===== src/rtl/odetojoy_pkg.sv =====
// Shared constants for the single-octave piano: note table, tone divider math
// and the "Ode to Joy" melody used by the practice tracker.
package odetojoy_pkg;

  localparam int          NUM_KEYS = 8;
  localparam int          HALF_W   = 18;
  localparam int          SEQ_LEN  = 15;
  localparam logic [3:0]  LAST_IDX = 4'(SEQ_LEN);

  typedef logic [2:0] key_t;

  // Note frequencies in centi-Hz, indexed by switch number (sw[0]=C5 .. sw[7]=C4).
  localparam int unsigned NOTE_CHZ [NUM_KEYS] = '{
    52325, 49388, 44000, 39200, 34923, 32963, 29366, 26163
  };

  // E E F G G F E D C C D E E D D, as switch indices.
  localparam key_t MELODY [SEQ_LEN] = '{
    3'd5, 3'd5, 3'd4, 3'd3, 3'd3, 3'd4, 3'd5, 3'd6,
    3'd7, 3'd7, 3'd6, 3'd5, 3'd5, 3'd6, 3'd6
  };

  // round(clk_hz / (2*f)); only ever called with constant arguments.
  function automatic logic [HALF_W-1:0] half_cycles(input longint unsigned clk_hz,
                                                    input key_t key);
    longint unsigned den;
    longint unsigned num;
    den = 64'(NOTE_CHZ[key]) * 64'd2;
    num = clk_hz * 64'd100 + 64'(NOTE_CHZ[key]);
    return HALF_W'(num / den);
  endfunction

  // Mux lookup so the done index (15) never reads past the table.
  function automatic key_t melody_at(input logic [3:0] i);
    key_t k;
    k = '0;
    for (int j = 0; j < SEQ_LEN; j++)
      if (i == 4'(j)) k = MELODY[j];
    return k;
  endfunction

  function automatic logic [7:0] led_for(input logic [3:0] i);
    return (i >= LAST_IDX) ? 8'hFF : (8'd1 << melody_at(i));
  endfunction

endpackage


===== src/rtl/tone_gen.sv =====
// Square-wave divider: FREQ toggles every half_period cycles while a note is held,
// and drops to 0 when no note is selected.
module tone_gen
  import odetojoy_pkg::*;
#(
  parameter int W = HALF_W
) (
  input  logic         CLK,
  input  logic         RESET,
  input  logic         note_valid,
  input  logic [W-1:0] half_period,
  output logic         FREQ
);

  logic [W-1:0] cnt_q, cnt_d;
  logic [W-1:0] half_q;
  logic         vld_q;
  logic         freq_q, freq_d;

  // A note change is seen as a new half period while a note was already playing;
  // two notes with identical half periods produce identical tones, so no restart is needed.
  always_comb begin
    cnt_d  = '0;
    freq_d = 1'b0;
    if (note_valid) begin
      freq_d = freq_q;
      if (vld_q && (half_period != half_q)) begin
        cnt_d = '0;
      end else if (cnt_q >= half_period - W'(1)) begin
        cnt_d  = '0;
        freq_d = ~freq_q;
      end else begin
        cnt_d = cnt_q + W'(1);
      end
    end
  end

  always_ff @(posedge CLK) begin
    if (!RESET) begin
      cnt_q  <= '0;
      half_q <= '0;
      vld_q  <= 1'b0;
      freq_q <= 1'b0;
    end else begin
      cnt_q  <= cnt_d;
      half_q <= half_period;
      vld_q  <= note_valid;
      freq_q <= freq_d;
    end
  end

  assign FREQ = freq_q;

endmodule


===== src/rtl/odetojoy.sv =====
// Piano top: key synchronizer, lowest-index priority select, press detection
// and the melody tracker that drives the next-note hint on Led.
module odetojoy
  import odetojoy_pkg::*;
#(
  parameter int unsigned CLK_HZ = 100_000_000
) (
  input  logic       CLK,
  input  logic       RESET,
  input  logic [7:0] sw,
  output logic       FREQ,
  output logic [7:0] Led
);

  logic [7:0]        s1_d, s1_q, ss_q;
  logic [1:0]        vld_pipe_q;
  logic              held_q, held_d;
  logic [3:0]        idx_q, idx_d;
  logic [7:0]        led_q, led_d;
  key_t              win;
  logic              note_vld, press;
  logic [HALF_W-1:0] half_tbl [NUM_KEYS];
  logic [HALF_W-1:0] half_sel;

  always_comb begin
    s1_d = '0;
    for (int i = 0; i < NUM_KEYS; i++) s1_d[i] = (sw[i] === 1'b1);
  end

  always_comb begin
    win = '0;
    for (int i = NUM_KEYS - 1; i >= 0; i--)
      if (ss_q[i]) win = key_t'(i);
  end

  for (genvar g = 0; g < NUM_KEYS; g++) begin : g_half
    assign half_tbl[g] = half_cycles(64'(CLK_HZ), key_t'(g));
  end

  assign note_vld = |ss_q;
  assign half_sel = half_tbl[win];

  // held_q comes out of reset set and only follows ss once the synchronizer has
  // refilled, so a key held through reset must be released before it counts.
  always_comb begin
    held_d = vld_pipe_q[1] ? note_vld : held_q;
    press  = vld_pipe_q[1] & ~held_q & note_vld;
  end

  always_comb begin
    idx_d = idx_q;
    if (press) begin
      if ((idx_q != LAST_IDX) && (win == melody_at(idx_q))) idx_d = idx_q + 4'd1;
      else if (win == MELODY[0])                            idx_d = 4'd1;
      else                                                  idx_d = 4'd0;
    end
    led_d = led_for(idx_d);
  end

  always_ff @(posedge CLK) begin
    if (!RESET) begin
      s1_q       <= '0;
      ss_q       <= '0;
      vld_pipe_q <= '0;
      held_q     <= 1'b1;
      idx_q      <= '0;
      led_q      <= led_for(4'd0);
    end else begin
      s1_q       <= s1_d;
      ss_q       <= s1_q;
      vld_pipe_q <= {vld_pipe_q[0], 1'b1};
      held_q     <= held_d;
      idx_q      <= idx_d;
      led_q      <= led_d;
    end
  end

  assign Led = led_q;

  tone_gen #(.W(HALF_W)) u_tone (
    .CLK         (CLK),
    .RESET       (RESET),
    .note_valid  (note_vld),
    .half_period (half_sel),
    .FREQ        (FREQ)
  );

endmodule


===== config.mk =====
export PLATFORM = sky130hd
export DESIGN_NAME = odetojoy
export DESIGN_NICKNAME = d
export VERILOG_FILES = /design/src/rtl/odetojoy_pkg.sv /design/src/rtl/tone_gen.sv /design/src/rtl/odetojoy.sv
export SDC_FILE = /design/constraint.sdc
export NUM_CORES = 1
export LEC_CHECK = 0
export CAP_MARGIN = 10
export CORE_MARGIN = 8
export CORE_UTILIZATION = 40
export DETAILED_ROUTE_END_ITERATION = 7
export PLACE_DENSITY = 0.65
export SLEW_MARGIN = 20
export SYNTH_ARGS = -nofsm -noshare
export SYNTH_HDL_FRONTEND = slang
export SYNTH_SLANG_ARGS = --single-unit
export TNS_END_PERCENT = 5

===== constraint.sdc =====
create_clock -name CLK -period 8.9 [get_ports CLK]
set_input_delay 2.225 -clock CLK [delete_from_list [all_inputs] [get_ports CLK]]
set_output_delay 2.225 -clock CLK [all_outputs]
set_load 0.02 [all_outputs]

# Yosys cells after proc, flatten, opt, wreduce, memory -nomap -nowiden
# Memory sizes are Yosys's and may differ from the RTL's.
# Cells that the tools add are included.
classes:
  n_reduce_logical: 9
  n_eq_ne: 40
  div_mod_pow: 0
  mul: 0
  n_lt_le_gt_ge: 3
  shift: 1
  n_mux: 46
  addsub: 3
  bitwise_logic: 8
op_table:
  columns: ["operator", "n"]
  rows:
  - ["two-way mux 3 bit", 39]
  - ["== test 4 bit (second input constant)", 14]
  - ["two-way mux 18 bit", 2]
  - ["== test 4 x 3 -> 1 bit (second input constant)", 8]
  - ["adder 18 x 1 -> 18 bit (second input constant)", 1]
  - [">= comparator 18 bit", 1]
  - ["inequality test 18 bit", 1]
  - ["subtractor 18 x 1 -> 18 bit (second input constant)", 1]
  - ["== test 4 x 2 -> 1 bit (second input constant)", 4]
  - ["== test 4 x 1 -> 1 bit (second input constant)", 2]
  - ["=== test 1 bit (second input constant)", 8]
  - [">= comparator 4 bit (second input constant)", 2]
  - ["zero test 4 bit", 2]
  - ["two-way mux 4 bit", 2]
  - ["two-way mux 8 bit", 1]
  - ["OR reduction 8 bit", 1]
  - ["<< shifter 1 x 3 -> 8 bit (first input constant)", 1]
  - ["inverter 1 bit", 5]
  - ["adder 4 x 1 -> 4 bit (second input constant)", 1]
  - ["inequality test 4 bit (second input constant)", 1]
  - ["inverter 3 -> 4 bit", 1]
  - ["AND reduction 2 bit", 2]
  - ["OR reduction 4 bit", 1]
  - ["== test 3 bit", 1]
  - ["other kinds (5)", 8]
totals:
  regBits: 69
  mem_bits_ro: 144
  output_inout_bits: 9
  wordCells: 123
  latch_bits: 0
  memories: 1
  ramBits: 0
  input_bits: 10
memory_table:
  columns: ["name", "words", "width", "rd", "rd_ports_with_merged_regs", "wr", "line", "rtl"]
  rows:
  - ["(no name shown)", 8, 18, 1, 0, 0, "odetojoy.sv:41", "assign half_sel = half_tbl[win];"]

# Longest topological paths before layout
# Gate-level depths: netlist (run 1).
depth:
  word_depth: 39
  depth_mapped: 19
  ltp_nobuf: 17

# Cells and area by module
# From an unflattened synthesis (run 1), not the netlist that was laid out.
hier_totals:
  hier_cells: 445
  area_unflattened_um2: 3913.8
modules_own_cells:
  columns: ["mod", "n_inst", "seq_area_each_um2", "area_each_um2", "cells_per_inst"]
  rows:
  - ["tone_gen", 1, 760.7, 2150.8, 235]
  - ["odetojoy", 1, 620.6, 1762.9, 210]

# Least setup slack after synthesis (run 1)
# OpenSTA, ideal clock, no wires.
synth_timing:
  path_type: "flip-flop to flip-flop"
  startpoint: "reg ss_q[6]"
  endpoint: "reg u_tone.cnt_q[10]"
  n_path_buf: 2
  stages_incl_launch_ff: 20
  path_slack_ps: 4873
  synth_period_minus_slack_ps: 4027
  setup_time_ps: 64
  required_ps: 8836
  t_arrival_ps: 3963
  path_cell_list: "dfxtp_1 -> nor2_1 -> nor3_1 -> o31ai_1 -> inv_1 -> ha_1 -> clkbuf_1 -> a21o_1 -> ha_1 -> ha_1 -> a21o_1 -> a21o_1 -> a21o_1 -> a211o_1 -> a21oi_1 -> o21ai_0 -> a31oi_1 -> nand3b_4 -> buf_2 -> nor2_1"
synth_between:
  elab_chain_len: 14
  elab_cells_between_ends: 18
synth_lines:
  columns: ["item", "line", "rtl"]
  rows:
  - ["start, declared", "odetojoy.sv:15", "logic [7:0] s1_d, s1_q, ss_q;"]
  - ["start signal, assigned", "odetojoy.sv:70", "ss_q <= s1_q;"]
  - ["two-way mux 3 bit (7 in series)", "odetojoy.sv:33", "if (ss_q[i]) win = key_t'(i);"]
  - ["inverter 3 -> 4 bit (implied by the code)", "odetojoy.sv:41", null]
  - ["memory read (8 x 18 bit)", null, null]
  - ["two-way mux 18 bit (implied by the code) (2 in series)", "odetojoy.sv:41", null]
  - ["subtractor 18 x 1 -> 18 bit or inequality test 18 bit (tied branches)", "tone_gen.sv:29, tone_gen.sv:27", null]
  - [">= comparator 18 bit or logical AND 1 bit (tied branches)", "tone_gen.sv:29, tone_gen.sv:27", null]
  - ["OR reduction 4 bit (no line) (*)", null, null]
  - ["end signal, assigned", "tone_gen.sv:45", "cnt_q <= cnt_d;"]
  - ["end, declared", "tone_gen.sv:15", "logic [W-1:0] cnt_q, cnt_d;"]
# Mark *: on every way between the ends. The rest lies on a longest branch, timed or not. The select of a mux whose other input is x is not followed.
# A chain may end at the register's enable or synchronous reset.

# Final worst setup path (run 1)
layout_timing:
  startpoint: "reg ss_q[6]"
  endpoint: "reg u_tone.cnt_q[4]"
# The elaborated chain is that of the path after synthesis.

==> impl_metrics.ini, run 1 <==
[min_path]
min-delay-start = s1_q[6]
worst_hold_path.num_cells = 1
worstHoldEndpoint = ss_q[6]
hp-class = flip-flop to flip-flop

[floorplan]
initial_core_util_pct = 41.4
die_width_um = 111
dieArea_um2 = 12400
ios = 19
rows = 34
core_um2 = 8760
die_y_um = 111

[grt]
grt_usage_pct = 11.4
antenna_found_initial = 0
grt_pass1_vias = 2545
overflow = 0
grt_pass1_wl_mm = 11.9
grt_max_degree = 26

[synthesis]
syn_inst = 408
avgSynthCellArea_um2 = 8.90
synth_edf_count = 0
synth_area_um2 = 3630
ys_seq_area_share_pct = 38.0
synth-seq-cells = 69
synth_ff_type = dfxtp_1
yosys_warnings = 0
synthArstFlopShare_pct = 0
synth_cell_type_count = 59
syn_nets = 448

[timing]
fin_crit_ps = 4380
setup_ws_ps = 4520
final-max-slew-violation-count = 0
holdWs_ps = 438
setup_tns_ps = 0
setup_viol = 0
finalClockSkew_ps = 7.93
max_freq_ghz = 0.228
hold_viol = 0
rsz0062_at_grt = false
period_share_pct = 49.2
worstMarginPinSlew_ps = 828
relSlewSlack_pct = 44.3

[final_layout]
diodes = 0
layout-drive-gt1-share_pct = 6.78
nFillCells = 858
multi_input_area_um2 = 2090
final_nets = 463
layout_commonest_cell = dfxtp_1
area_delta_synth_final_pct = 11.9
layout_common_cells = 69 x dfxtp_1, 62 x nor2_1, 30 x ha_1
seq_area_um2 = 1380

[critical_path]
rr_worst_depth = 17
rrSetupSlack_ps = 4520
cp-end-kind = flip-flop
cp_max_fo = 18
r2r-end = u_tone.cnt_q[4]
cpPeakStageDelay_ps = 680
arrival_ps = 4660
timing.critical_path.mode_cell = a21o_1
cp_cell_sequence = nor2_1 -> nor3_1 -> o31ai_1 -> inv_1 -> ha_1 -> a21o_1 -> ha_1 -> ha_1 -> a21o_1 -> a21o_1 -> a21o_1 -> a211o_1 -> a21oi_1 -> o21ai_0 -> a31oi_1 -> nand3b_4 -> nor2_1
crit_required_ps = 9180
critPathKind = flip-flop to flip-flop
r2r-start = ss_q[6]
start_kind = flip-flop
slowest_stage = o31ai_1

[route]
vias = 2795
routed_wl_mm = 7.05
first_iter_violations = 134
wl_per_cell_um = 13.1
drc = 0
drtPass1Iterations = 4
post_drt_via_cell_ratio = 5.21
drtAntennaViolNets = 0

[placed_design]
dp_slack_ps = 4270
portBuffers = 18
gp_congestion = 0.796
dp_hpwl_mm = 5.29

[clock_network]
cts_buffers = 9
ctsResizeCount = 0
htree_num_levels = 3
post-cts-setup-buffers = 0
max-clock-path-buffers = 2
cts.sinks = 69
tritoncts = done
cts_root_buf = clkbuf_8
cts_hold_buf = 0
clock_latency_ps = 340
clk_pin_slew_ps = 90

[run]
drv_cap = 0

[power_and_ir_drop]
power_density_nw_per_um2 = 168
leakagePower_uw = 0.00172
peakVddDrop_v = 0.000117

[run_status]
status = finished clean
per-layer routing:
layer | global-route usage [%] | wire length (um)
met4 | 5.33 | 107
met3 | 2.54 | 228
met5 | 0 | 0
met2 | 17.8 | 3200
met1 | 14.4 | 3510
kinds of logic after synthesis:
group           after synthesis  share of synthesized area, %
flops                        69                          38.0
simple gates                158                          22.7
buf+inv                      37                          4.31
mux                           5                          1.38
fa+ha+maj                    30                          10.3
compound gates               76                          15.1
xor+xnor                     33                          8.16
cells in the mapped netlist, types with 2 or more instances:
cell,instances,area share (%)
dfxtp_1,69,38
nor2_1,62,6.4
ha_1,30,10
inv_1,22,2.3
nand2_1,22,2.3
and2_1,19,3.3
xor2_1,18,4.3
a21oi_1,16,2.2
xnor2_1,14,3.4
nand3_1,11,1.5
o21ai_0,11,1.5
a21o_1,10,2.1
nand2b_1,9,1.6
nand4_1,9,1.6
and3_1,7,1.2
clkbuf_1,7,0.72
nor3_1,6,0.83
buf_2,5,0.69
mux2i_1,5,1.4
nor4_1,4,0.69
o211ai_1,4,0.83
a211oi_1,3,0.62
a31oi_1,3,0.52
a2bb2oi_1,2,0.48
nor2b_1,2,0.34
nor4_4,2,1.2
o22ai_1,2,0.34
o31a_1,2,0.48
o31ai_1,2,0.41
worst max-delay path, delay by kind of cell (launching register included):
family	cells	cell delay (ps)
buffers and inverters	1	190
AND/OR/NAND/NOR	4	590
adder cells (fa/ha/maj)	3	940
AO/OA/AOI/OAI	9	2230
flip-flops	1	350
worst max path at each step:
stage	startpoint	end	slack [ps]	cells after the start
6_report	ss_q[6]	u_tone.cnt_q[4]	4520	17
5_1_grt	ss_q[6]	u_tone.cnt_q[8]	4020	17
4_1_cts	ss_q[6]	u_tone.cnt_q[4]	4480	17
3_5_place_dp	RESET	u_tone.cnt_q[4]	4270	5
3_3_place_gp	RESET	u_tone.cnt_q[3]	4350	5
2_1_floorplan	ss_q[6]	u_tone.cnt_q[10]	4870	19
area by class of cell:
cell class	count	share of cell area [%]
Tap cell	108	3.33
Multi-Input combinational cell	302	51.5
Inverter	23	2.12
Timing Repair Buffer	18	4.43
Clock inverter	7	1.54
Sequential cell	69	34.0
Clock buffer	9	3.05
where the power goes:
part | internal, uW | total, uW | leakage (uW) | switching [uW]
Sequential | 323 | 331 | 0.000565 | 8.83
Clock | 107 | 243 | 0.0000931 | 135
Combinational | 44.1 | 106 | 0.00106 | 62.3
Total | 474 | 681 | 0.00172 | 207
stage by stage:
stage          instance area [um2]  power (uW)  cells  utilization, %
6_report                      4060         681    536            46.4
5_1_grt                       4060         714    536            46.4
4_1_cts                       4060         689    536            46.4
3_5_place_dp                  3880         446    520            44.2
3_3_place_gp                  3880         444    520            44.2
2_1_floorplan                 3630         420    408               -
state kept, by name, summed over array words and instances (netlist names):
register       flops
Led                8
held_q             1
idx_q              4
s1_q               8
ss_q               8
u_tone.FREQ        1
u_tone.cnt_q      18
u_tone.half_q     18
u_tone.vld_q       1
vld_pipe_q         2
No activity file was read; power rests on OpenSTA's default activity.
==> inputs of run 2 (changes only) <==
- clock period: 8.9 -> 4.39 ns (I/O delays scaled with it)
==> impl_metrics.ini, run 2 (synthesis gave the netlist of run 1 again) <==
[final_layout]
seq_area_um2 = 1380
nFillCells = 827
layout_commonest_cell = dfxtp_1
final_nets = 469
area_delta_synth_final_pct = 13.1
fin_cells = 542
biggestRegsByFlops = u_tone.cnt_q x18, u_tone.half_q x18
layout-drive-gt1-share_pct = 8.06
diodes = 0
layout_common_cells = 69 x dfxtp_1, 62 x nor2_1, 30 x ha_1
multi_input_area_um2 = 2090

[critical_path]
critPathTopFamily = compound AO/OA/AOI/OAI gates
cpPeakStageDelay_ps = 420
cp_max_fo = 18
arrival_ps = 4220
cp-end-kind = flip-flop
crit_required_ps = 4670
critPathKind = flip-flop to flip-flop
cp_cell_sequence = nor4_4 -> nor2b_4 -> inv_2 -> nor2_1 -> a21o_1 -> ha_1 -> ha_1 -> a21o_1 -> a21o_1 -> a21o_1 -> a211o_1 -> a21oi_1 -> o21ai_0 -> a31oi_1 -> nand3b_4 -> nor2_1
timing.critical_path.mode_cell = a21o_1
slowest_stage = nor4_4
start_kind = flip-flop
cp_num_buf_inv = 1

[route]
drtPass1Iterations = 4
routed_wl_mm = 7.20
drtAntennaViolNets = 0
first_iter_violations = 99
wl_per_cell_um = 13.3
vias = 2791
post_drt_via_cell_ratio = 5.15
drc = 0

[floorplan]
die_y_um = 111
core_um2 = 8760
die_width_um = 111
initial_core_util_pct = 41.4
dieArea_um2 = 12400
ios = 19
rows = 34

[placed_design]
dp_cells = 526
dp_hpwl_mm = 5.34
gp_congestion = 0.841
portBuffers = 18

[run_status]
status = finished clean

[timing]
hold_viol = 0
relSlewSlack_pct = 48.2
setup_tns_ps = 0
finalClockSkew_ps = 9.13
max_freq_ghz = 0.254
final-max-slew-violation-count = 0
worstMarginPinSlew_ps = 775
fin_crit_ps = 3940
rsz0062_at_grt = false
period_share_pct = 89.6
setup_viol = 0

[power_and_ir_drop]
power_uw = 1380
power_density_nw_per_um2 = 336
peakVddDrop_v = 0.000225
leakagePower_uw = 0.00175

[clock_network]
cts_buffers = 9
clk_pin_slew_ps = 80
ctsResizeCount = 0
cts_root_buf = clkbuf_8
cts_hold_buf = 0
cts.sinks = 69
post-cts-setup-buffers = 0
clock_latency_ps = 350
tritoncts = done
max-clock-path-buffers = 2
htree_num_levels = 3

[run]
drv_cap = 0

[grt]
grt_max_degree = 26
overflow = 0
antenna_found_initial = 0
grt_pass1_wl_mm = 12.4
grt_pass1_vias = 2644
grt_usage_pct = 12.0

[min_path]
hp-class = flip-flop to flip-flop
## run 2: worst register-to-register path: stages, from the launching register on
cell and delay, ps:
dfxtp_1 360, nor4_4 420, nor2b_4 420, inv_2 90
nor2_1 160, a21o_1 170, ha_1 250, ha_1 270
a21o_1 150, a21o_1 160, a21o_1 170, a211o_1 280
a21oi_1 120, o21ai_0 100, a31oi_1 340, nand3b_4 260
nor2_1 160
## run 2: path summary, 6_finish.rpt
kind	startpoint	endpoint	slack [ps]	cells after the start
worst max-delay path	ss_q[1]	u_tone.cnt_q[12]	450	16
worst min-delay path	vld_pipe_q[0]	vld_pipe_q[1]	440	1
worst max register to register	ss_q[1]	u_tone.cnt_q[12]	450	16
worst min register to register	vld_pipe_q[0]	vld_pipe_q[1]	440	1
## run 2: per-layer routing
metal | routed length, um | GRT usage (%) | part of all wire, %
met5 | 0 | 0 | 0
met4 | 123 | 6.13 | 1.7
met3 | 233 | 2.81 | 3.2
met2 | 3320 | 18.1 | 46
met1 | 3520 | 15.4 | 49
## run 2: layout make-up
cell class	instances	share of cell area, %
Multi-Input combinational cell	302	51.0
Sequential cell	69	33.6
Timing Repair Buffer	24	5.48
Tap cell	108	3.29
Clock buffer	9	3.01
Inverter	23	2.10
Clock inverter	7	1.52
## run 2: per-stage QoR
step	area, um2	hold WS (ps)	utilization [%]	worst slack (ps)
floorplan	3630	412	-	363
global placement	3920	418	44.8	503
detailed placement	3920	419	44.8	459
CTS	4110	437	46.9	436
global route	4110	445	46.9	108
finish	4110	435	46.9	455
## run 2: power by group
group	total [uW]	internal, uW	switching [uW]
sequential	673	654	19.0
clock	485	216	269
combinational	224	96.8	127
total	1380	967	415
